--- config.mk ---
export PLATFORM = sky130hd
export DESIGN_NAME = seven_seg_scan
export DESIGN_NICKNAME = d
export VERILOG_FILES = /design/src/rtl/seven_seg_scan.sv
export SDC_FILE = /design/constraint.sdc
export NUM_CORES = 1
export LEC_CHECK = 0
export CAP_MARGIN = 10
export CORE_UTILIZATION = 40
export CTS_BUF_LIST = sky130_fd_sc_hd__clkbuf_2
export CTS_CLUSTER_DIAMETER = 50
export CTS_CLUSTER_SIZE = 30
export DETAILED_ROUTE_END_ITERATION = 12
export GPL_TIMING_DRIVEN = 0
export PLACE_DENSITY = 0.58
export SKIP_LAST_GASP = 1
export SLEW_MARGIN = 20
export SYNTH_ARGS = -nofsm -noshare
export SYNTH_HDL_FRONTEND = slang
export SYNTH_SLANG_ARGS = --single-unit
--- constraint.sdc ---
create_clock -name clk -period 2.8 [get_ports clk]
set_input_delay 0.28 -clock clk [delete_from_list [all_inputs] [get_ports clk]]
set_output_delay 0.28 -clock clk [all_outputs]
set_load 0.005 [all_outputs]
--- src/rtl/seven_seg_scan.sv ---
// Time-multiplexed N-digit common-anode seven-segment driver.
// Provides a refresh prescaler, per-digit blanking, anode dead time and a tear-free double-buffered load.

module seven_seg_lane (
    input  logic       clk,
    input  logic       rst_n,
    input  logic       load,
    input  logic       xfer,
    input  logic [3:0] dig_in,
    input  logic       dp_in,
    input  logic       blank_in,
    output logic [3:0] dig,
    output logic       dp,
    output logic       blank
);
    // Each entry is packed as {blank, dp, nibble}.
    logic [5:0] pend_q, pend_d;
    logic [5:0] act_q, act_d;

    always_comb begin
        pend_d = load ? {blank_in, dp_in, dig_in} : pend_q;
        act_d  = xfer ? pend_q : act_q;
    end

    always_ff @(posedge clk) begin
        if (!rst_n) begin
            pend_q <= '0;
            act_q  <= '0;
        end else begin
            pend_q <= pend_d;
            act_q  <= act_d;
        end
    end

    assign dig   = act_q[3:0];
    assign dp    = act_q[4];
    assign blank = act_q[5];
endmodule

module seven_seg_scan #(
    parameter int N_DIGITS  = 4,
    parameter int DIV       = 100000,
    parameter int BLANK_CYC = 2
) (
    input  logic                        clk,
    input  logic                        rst_n,
    input  logic                        en,
    input  logic                        load,
    input  logic [4*N_DIGITS-1:0]       digits,
    input  logic [N_DIGITS-1:0]         dp_in,
    input  logic [N_DIGITS-1:0]         blank,
    output logic [N_DIGITS-1:0]         an,
    output logic [6:0]                  seg,
    output logic                        dp,
    output logic [$clog2(N_DIGITS)-1:0] digit_sel,
    output logic                        frame_done
);
    localparam int IW = $clog2(N_DIGITS);
    localparam int CW = $clog2(DIV);

    logic [CW-1:0]       cnt_q, cnt_d;
    logic [IW-1:0]       idx_q, idx_d;
    logic                pend_valid_q, pend_valid_d;
    logic                wrap_q, wrap_d;
    logic [N_DIGITS-1:0] an_q, an_d;
    logic [6:0]          seg_q, seg_d;
    logic                dp_q, dp_d;
    logic [IW-1:0]       sel_q, sel_d;
    logic                fd_q, fd_d;

    logic [N_DIGITS-1:0][3:0] act_dig;
    logic [N_DIGITS-1:0]      act_dp;
    logic [N_DIGITS-1:0]      act_blank;

    logic slot_end, last_slot, wrap, xfer, dead, lit;

    function automatic logic [6:0] hex7(input logic [3:0] v);
        case (v)
            4'h0: hex7 = 7'h40;
            4'h1: hex7 = 7'h79;
            4'h2: hex7 = 7'h24;
            4'h3: hex7 = 7'h30;
            4'h4: hex7 = 7'h19;
            4'h5: hex7 = 7'h12;
            4'h6: hex7 = 7'h02;
            4'h7: hex7 = 7'h78;
            4'h8: hex7 = 7'h00;
            4'h9: hex7 = 7'h10;
            4'hA: hex7 = 7'h08;
            4'hB: hex7 = 7'h03;
            4'hC: hex7 = 7'h46;
            4'hD: hex7 = 7'h21;
            4'hE: hex7 = 7'h06;
            default: hex7 = 7'h0E;
        endcase
    endfunction

    for (genvar k = 0; k < N_DIGITS; k++) begin : g_lane
        seven_seg_lane u_lane (
            .clk      (clk),
            .rst_n    (rst_n),
            .load     (load),
            .xfer     (xfer),
            .dig_in   (digits[4*k +: 4]),
            .dp_in    (dp_in[k]),
            .blank_in (blank[k]),
            .dig      (act_dig[k]),
            .dp       (act_dp[k]),
            .blank    (act_blank[k])
        );
    end

    always_comb begin
        slot_end  = (cnt_q == CW'(DIV - 1));
        last_slot = (idx_q == IW'(N_DIGITS - 1));
        wrap      = en && slot_end && last_slot;
        // Disabled edges also swap buffers, so a load while off is seen right away.
        xfer      = pend_valid_q && (wrap || !en);
        dead      = (cnt_q < CW'(BLANK_CYC));
        lit       = en && !dead && !act_blank[idx_q];

        cnt_d = cnt_q;
        idx_d = idx_q;
        if (en) begin
            cnt_d = slot_end ? '0 : cnt_q + CW'(1);
            if (slot_end)
                idx_d = last_slot ? '0 : idx_q + IW'(1);
        end

        pend_valid_d = load ? 1'b1 : (xfer ? 1'b0 : pend_valid_q);
        wrap_d       = wrap;

        an_d = '1;
        if (lit)
            an_d[idx_q] = 1'b0;
        seg_d = lit ? hex7(act_dig[idx_q]) : 7'h7F;
        dp_d  = lit ? ~act_dp[idx_q] : 1'b1;
        sel_d = idx_q;
        fd_d  = wrap_q && en;
    end

    always_ff @(posedge clk) begin
        if (!rst_n) begin
            cnt_q        <= '0;
            idx_q        <= '0;
            pend_valid_q <= 1'b0;
            wrap_q       <= 1'b0;
            an_q         <= '1;
            seg_q        <= 7'h7F;
            dp_q         <= 1'b1;
            sel_q        <= '0;
            fd_q         <= 1'b0;
        end else begin
            cnt_q        <= cnt_d;
            idx_q        <= idx_d;
            pend_valid_q <= pend_valid_d;
            wrap_q       <= wrap_d;
            an_q         <= an_d;
            seg_q        <= seg_d;
            dp_q         <= dp_d;
            sel_q        <= sel_d;
            fd_q         <= fd_d;
        end
    end

    assign an         = an_q;
    assign seg        = seg_q;
    assign dp         = dp_q;
    assign digit_sel  = sel_q;
    assign frame_done = fd_q;
endmodule

==> results.toml, run 1 <==
[pwr]
p_int_mw = 1.52
power.leakage_nw = 1.64
vdd_drop_max_uv = 261
clockPowerShare = 0.296
p_sw_mw = 0.507
combPwrFrac = 0.087
p_per_area_mw_per_mm2 = 470
power_frac_seq = 0.616
switching_share = 0.250

[setup_path]
path_cells = "buf_2 -> mux4_2 -> inv_1 -> ha_1 -> nor2_1 -> o31ai_1"
max_stage_delay_ns = 0.64
ff2ff_setup_slack_ns = 0.63
crit_slowest_cell = "mux4_2"
cpLargestDelayFamily = "multiplexers"
path_max_fanout = 10
endpoint_kind = "register"
worst-path-buf-inv = 2
criticalPathCategory = "reg2reg"
cp.arrival_ns = 2.62
crit_required_ns = 3.25
start_kind = "register"

[die]
die_h_um = 98.0
io_pins = 43
die_w_um = 98.0
rows = 34
coreArea_mm2 = 0.00881
initial_core_util = 0.419
dieArea_mm2 = 0.00961

[sta]
grt_setup_unrepaired = "no"
relSlewSlack = 0.462
finalHoldViolCount = 0
post-route-min-period_ns = 2.17
clock_skew_ns = 0.0272
slew_violations = 0
finalSetupViolCount = 0
timing.final.crit_share = 0.775
tightestPinTransition_ns = 0.807
tns_ns = 0
clock.fmax_mhz = 461

[synthesis]
netlist.area_leader.share = 0.456
ys_async_sr_fraction = 0
yosysWarnings = 0
synth_cells = 377
syn-num-nets = 416
synth_commonest_cells = "dfxtp_1, nand2_1, mux2i_1"
synthFlopType = "dfxtp_1"
synth_top_area_cell = "dfxtp_1"
yosys-top-cells-area = "dfxtp_1, mux2i_1, nand2_1"
ys_types = 40
syn_avg_cell_area_um2 = 9.78
syn_area_mm2 = 0.00369
ys_seq_area_frac = 0.456
synth.most_common_cell = "dfxtp_1"
synth_edf_count = 0
yosys_register_bits = 84

[drt]
drtIter0Drc = 123
routed_via_density = 5.09
via_count = 2748
drtPass1Iterations = 8
routed_wl_um = 7590
ant_nets = 0
drc = 3
wl_per_cell_um = 14.0

[outcome]
failed_checks = "design-rule violations"
status = "finished with violations"

[clocking]
clkSinkCount = 84
clockBufferDepth = 2
post_cts_buffers = 0
cts_made_buffers = 9
cts_tree = "yes"
clockRootBuffer = "clkbuf_2"
clock_latency_ns = 0.53
cts_max_level = 3
clk_pin_slew_ns = 0.22
post_cts_resized = 0

[placement]
hpwlAfterDp_um = 5500
port_buffers = 39
placed_area_mm2 = 0.00421
gp_congestion = 0.773

[global_route]
grt_pass1_wl_um = 13000
grt_max_degree = 14
grt_pass1_vias = 2712
grt_use_met3 = 0.0286
antenna_found_initial = 0
use_met2 = 0.269
grt.busiest_layer = "met2"
groute.layer.met1.usage = 0.230
overflow = 0
grt_use_total = 0.172

[final_layout]
drive_above_1_share = 0.0949
nets = 467
final_area_mm2 = 0.00433
area_delta_synth_final_pct = 17.3
diodes = 0

[flow_run]
cap_violations = 0

[hold_path]
hold_class = "in2reg"
## power by group through the flow
stage | clock, mW | combinational [mW] | sequential (mW)
finish | 0.602 | 0.178 | 1.25
global route | 0.683 | 0.196 | 1.26
CTS | 0.636 | 0.180 | 1.25
detailed placement | 0 | 0.178 | 1.28
global placement | 0 | 0.175 | 1.28
floorplan | 0 | 0.110 | 1.27
## worst reg2reg max path, delay by kind of cell (launching register included)
family	cells	cell delay, ns
multiplexers	1	0.65
AO/OA/AOI/OAI	1	0.30
buffers and inverters	2	0.44
adder cells (fa/ha/maj)	1	0.26
flip-flops	1	0.40
AND/OR/NAND/NOR	1	0.07
## cell families after synthesis
logic type | Yosys count | share of synthesized area
AND/OR/NAND/NOR | 145 | 0.178
flip-flops | 84 | 0.456
adder cells (fa/ha/maj) | 11 | 0.0373
AO/OA/AOI/OAI | 21 | 0.0434
buffers and inverters | 34 | 0.0475
XOR/XNOR | 17 | 0.0404
multiplexers | 65 | 0.197
## placed cells by master (no fill, tap or decap), drive strengths merged, types with 2 or more instances in the layout
master / Yosys / routed
or3: 5 / 5
o31ai: 2 / 2
or4: 2 / 2
clkdlybuf4s50: 0 / 39
and4: 2 / 2
o21ai: 5 / 5
nand4: 5 / 5
a21oi: 6 / 6
clkbuf: 10 / 20
o311ai: 2 / 2
dfxtp: 84 / 84
nor2: 44 / 44
nor3: 5 / 5
nand3: 9 / 9
xor2: 8 / 8
inv: 12 / 12
xnor2: 9 / 9
clkinvlp: 0 / 2
clkinv: 0 / 2
nand2: 64 / 64
and3: 2 / 2
ha: 11 / 11
o221ai: 3 / 3
nor4: 5 / 5
mux4: 6 / 6
buf: 12 / 12
mux2i: 57 / 57
mux2: 2 / 2
## repair_timing
item                                    4_1_cts  5_1_grt
endpoints found under the hold margin         1        0
hold buffers                                  1        0
endpoints found under the setup margin        0        0
## per-stage QoR
| stage | utilization | hold WS (ns) | power, mW | worst slack (ns) | cells |
|---|---|---|---|---|---|
| after detailed placement | 0.478 | 0.449 | 1.45 | 0.621 | 524 |
| after global routing | 0.491 | 0.167 | 2.14 | 0.428 | 540 |
| after floorplan | - | 0.427 | 1.38 | 0.843 | 377 |
| after global placement | 0.478 | 0.441 | 1.45 | 0.642 | 524 |
| after CTS | 0.491 | 0.0996 | 2.07 | 0.627 | 540 |
| final | 0.491 | 0.130 | 2.03 | 0.631 | 540 |
## worst paths after layout
path	startpoint	to	cells past startpoint
max	idx_q[0]$_SDFFE_PN0P_	seg[0]$_SDFF_PN1_	6
min	rst_n	pend_valid_q$_SDFFE_PN0P_	3
max reg2reg	idx_q[0]$_SDFFE_PN0P_	seg[0]$_SDFF_PN1_	6
min reg2reg	g_lane[3].u_lane.act_q[4]$_SDFFE_PN0P_	g_lane[3].u_lane.act_q[4]$_SDFFE_PN0P_	2
## flip-flops by register name (all words and copies together), names as in the netlist
| register | cells |
|---|---|
| an | 4 |
| cnt_q | 17 |
| digit_sel | 2 |
| dp | 1 |
| frame_done | 1 |
| g_lane.u_lane.act_q | 24 |
| g_lane.u_lane.pend_q | 24 |
| idx_q | 2 |
| pend_valid_q | 1 |
| seg | 7 |
| wrap_q | 1 |
## cell type report
class | instances | area [um2]
multi-input combinational | 259 | 1830
clock inverter | 5 | 53.8
timing repair buffer | 40 | 400
inverter | 12 | 45.0
buffer | 22 | 130
fill | 840 | 4480
clock buffer | 10 | 50.0
tap | 108 | 135
sequential | 84 | 1680
## per-layer routing
metal,share of wire,up-vias
met5,0,-
met3,0.042,15
met4,0.021,0
met2,0.45,57
li1,-,1386
met1,0.49,1290
(Power assumes the default switching activity.)
==> run 2: changes to the inputs <==
Clock period 2.8 ns to 2.27 ns, I/O delays scaled along.
==> results.toml, run 2 (synthesis gave the netlist of run 1 again) <==
[sta]
grt_setup_unrepaired = "no"
finalSetupViolCount = 0
relSlewSlack = 0.465
timing.final.crit_share = 0.935
clock_skew_ns = 0.0335
clock.fmax_mhz = 471
post-route-min-period_ns = 2.12
tns_ns = 0
fin_hold_ws_ns = 0.0794
slew_violations = 0
tightestPinTransition_ns = 0.803
fin_ws_ns = 0.147
finalHoldViolCount = 0

[final_layout]
reg_top3 = "g_lane.u_lane.act_q: 24 flops, g_lane.u_lane.pend_q: 24 flops, cnt_q: 17 flops"
num-fill-cells = 840
area_delta_synth_final_pct = 17.6
final_common_cell = "dfxtp_1"
ff_latch_area_mm2 = 0.00168
nets = 468
diodes = 0
layout_common_cells = "dfxtp_1, nand2_1, mux2i_1"
drive_above_1_share = 0.0993
multiInputGateArea_mm2 = 0.00183
layoutNonFillerInstCount = 541

[setup_path]
timing.rr.start = "idx_q[0]$_SDFFE_PN0P_"
cp.arrival_ns = 2.57
path_cells = "clkbuf_4 -> mux4_2 -> inv_1 -> ha_1 -> nor2_1 -> o31ai_1"
crit_slowest_cell = "mux4_2"
crit_required_ns = 2.72
worst-path-buf-inv = 2
path_max_fanout = 10
endpoint_kind = "register"
criticalPathCategory = "reg2reg"
cpLargestDelayFamily = "multiplexers"
start_kind = "register"
max_stage_delay_ns = 0.62
crit_start = "idx_q[0]$_SDFFE_PN0P_"

[pwr]
power.leakage_nw = 1.65
vdd_drop_max_uv = 322
p_per_area_mw_per_mm2 = 579

[clocking]
clockBufferDepth = 2
clock_latency_ns = 0.54
cts_made_buffers = 9
clockRootBuffer = "clkbuf_2"
cts_max_level = 3
clk_pin_slew_ns = 0.22
cts_tree = "yes"
clkSinkCount = 84

[global_route]
overflow = 0
antenna_found_initial = 0
grt_max_degree = 14
grt_use_total = 0.172
grt_pass1_vias = 2712
grt_pass1_wl_um = 13000

[die]
die_h_um = 98.0
dieArea_mm2 = 0.00961
initial_core_util = 0.419
coreArea_mm2 = 0.00881
rows = 34
io_pins = 43
die_w_um = 98.0

[drt]
via_count = 2737
routed_via_density = 5.06
drtPass1Iterations = 9
drc = 3
ant_nets = 0
drtIter0Drc = 113
routed_wl_um = 7620
wl_per_cell_um = 14.1

[flow_run]
cap_violations = 0

[placement]
port_buffers = 39
hpwlAfterDp_um = 5500
dp.cells = 524
post-place-ws_ns = 0.0910
gp_congestion = 0.773

[outcome]
status = "finished with violations"
failed_checks = "design-rule violations"

[hold_path]
hold_class = "in2reg"
holdCritStartpoint = "rst_n"
-- run 2: cell count changes in the layout (fill, tap and decap cells not counted), sizes merged --
cell,delta
clkbuf,+1
-- run 2: area by class of cell --
type | instances | share of cell area
Timing Repair Buffer | 41 | 0.0940
Sequential cell | 84 | 0.388
Inverter | 12 | 0.0104
Clock inverter | 5 | 0.0124
Multi-Input combinational cell | 259 | 0.422
Buffer | 22 | 0.0309
Clock buffer | 10 | 0.0115
Tap cell | 108 | 0.0312
-- run 2: power by group --
part / total [mW] / internal (mW) / switching, mW / leakage [nW]
registers: 1.55 / 1.52 / 0.0252 / 0.684
logic: 0.220 / 0.115 / 0.105 / 0.903
clock network: 0.745 / 0.247 / 0.498 / 0.0614
-- run 2: layer usage --
layer	routed length (um)	up-vias	global-route usage
li1	-	1390	-
met3	280	15	0.0286
met4	157	0	0.0839
met2	3420	53	0.269
met5	0	-	0
met1	3760	1279	0.230
-- run 2: repair_timing --
item | in CTS | in global routing
hold endpoints to repair | 5 | 0
hold buffers | 1 | 0
setup buffers | 0 | 1
endpoints found under the setup margin | 0 | 5
gates resized for setup | 0 | 3
-- run 2: final timing paths --
check / to / slack [ns] / cells after the start
setup / recovery: seg[0]$_SDFF_PN1_ / 0.15 / 6
hold reg to reg: g_lane[3].u_lane.act_q[4]$_SDFFE_PN0P_ / 0.47 / 2
setup reg to reg: seg[0]$_SDFF_PN1_ / 0.15 / 6
hold / removal: pend_valid_q$_SDFFE_PN0P_ / 0.08 / 3
-- run 2: stage by stage --
step	cell area (um2)	total power, mW	utilization
floorplan	3690	1.70	-
global placement	4210	1.79	0.478
detailed placement	4210	1.79	0.478
CTS	4330	2.55	0.491
global route	4340	2.64	0.493
finish	4340	2.51	0.493
-- run 2: tightest hold or removal path, stage by stage --
cell and delay, ns:
clkbuf_1 0.16, inv_1 0.14, a21oi_1 0.05
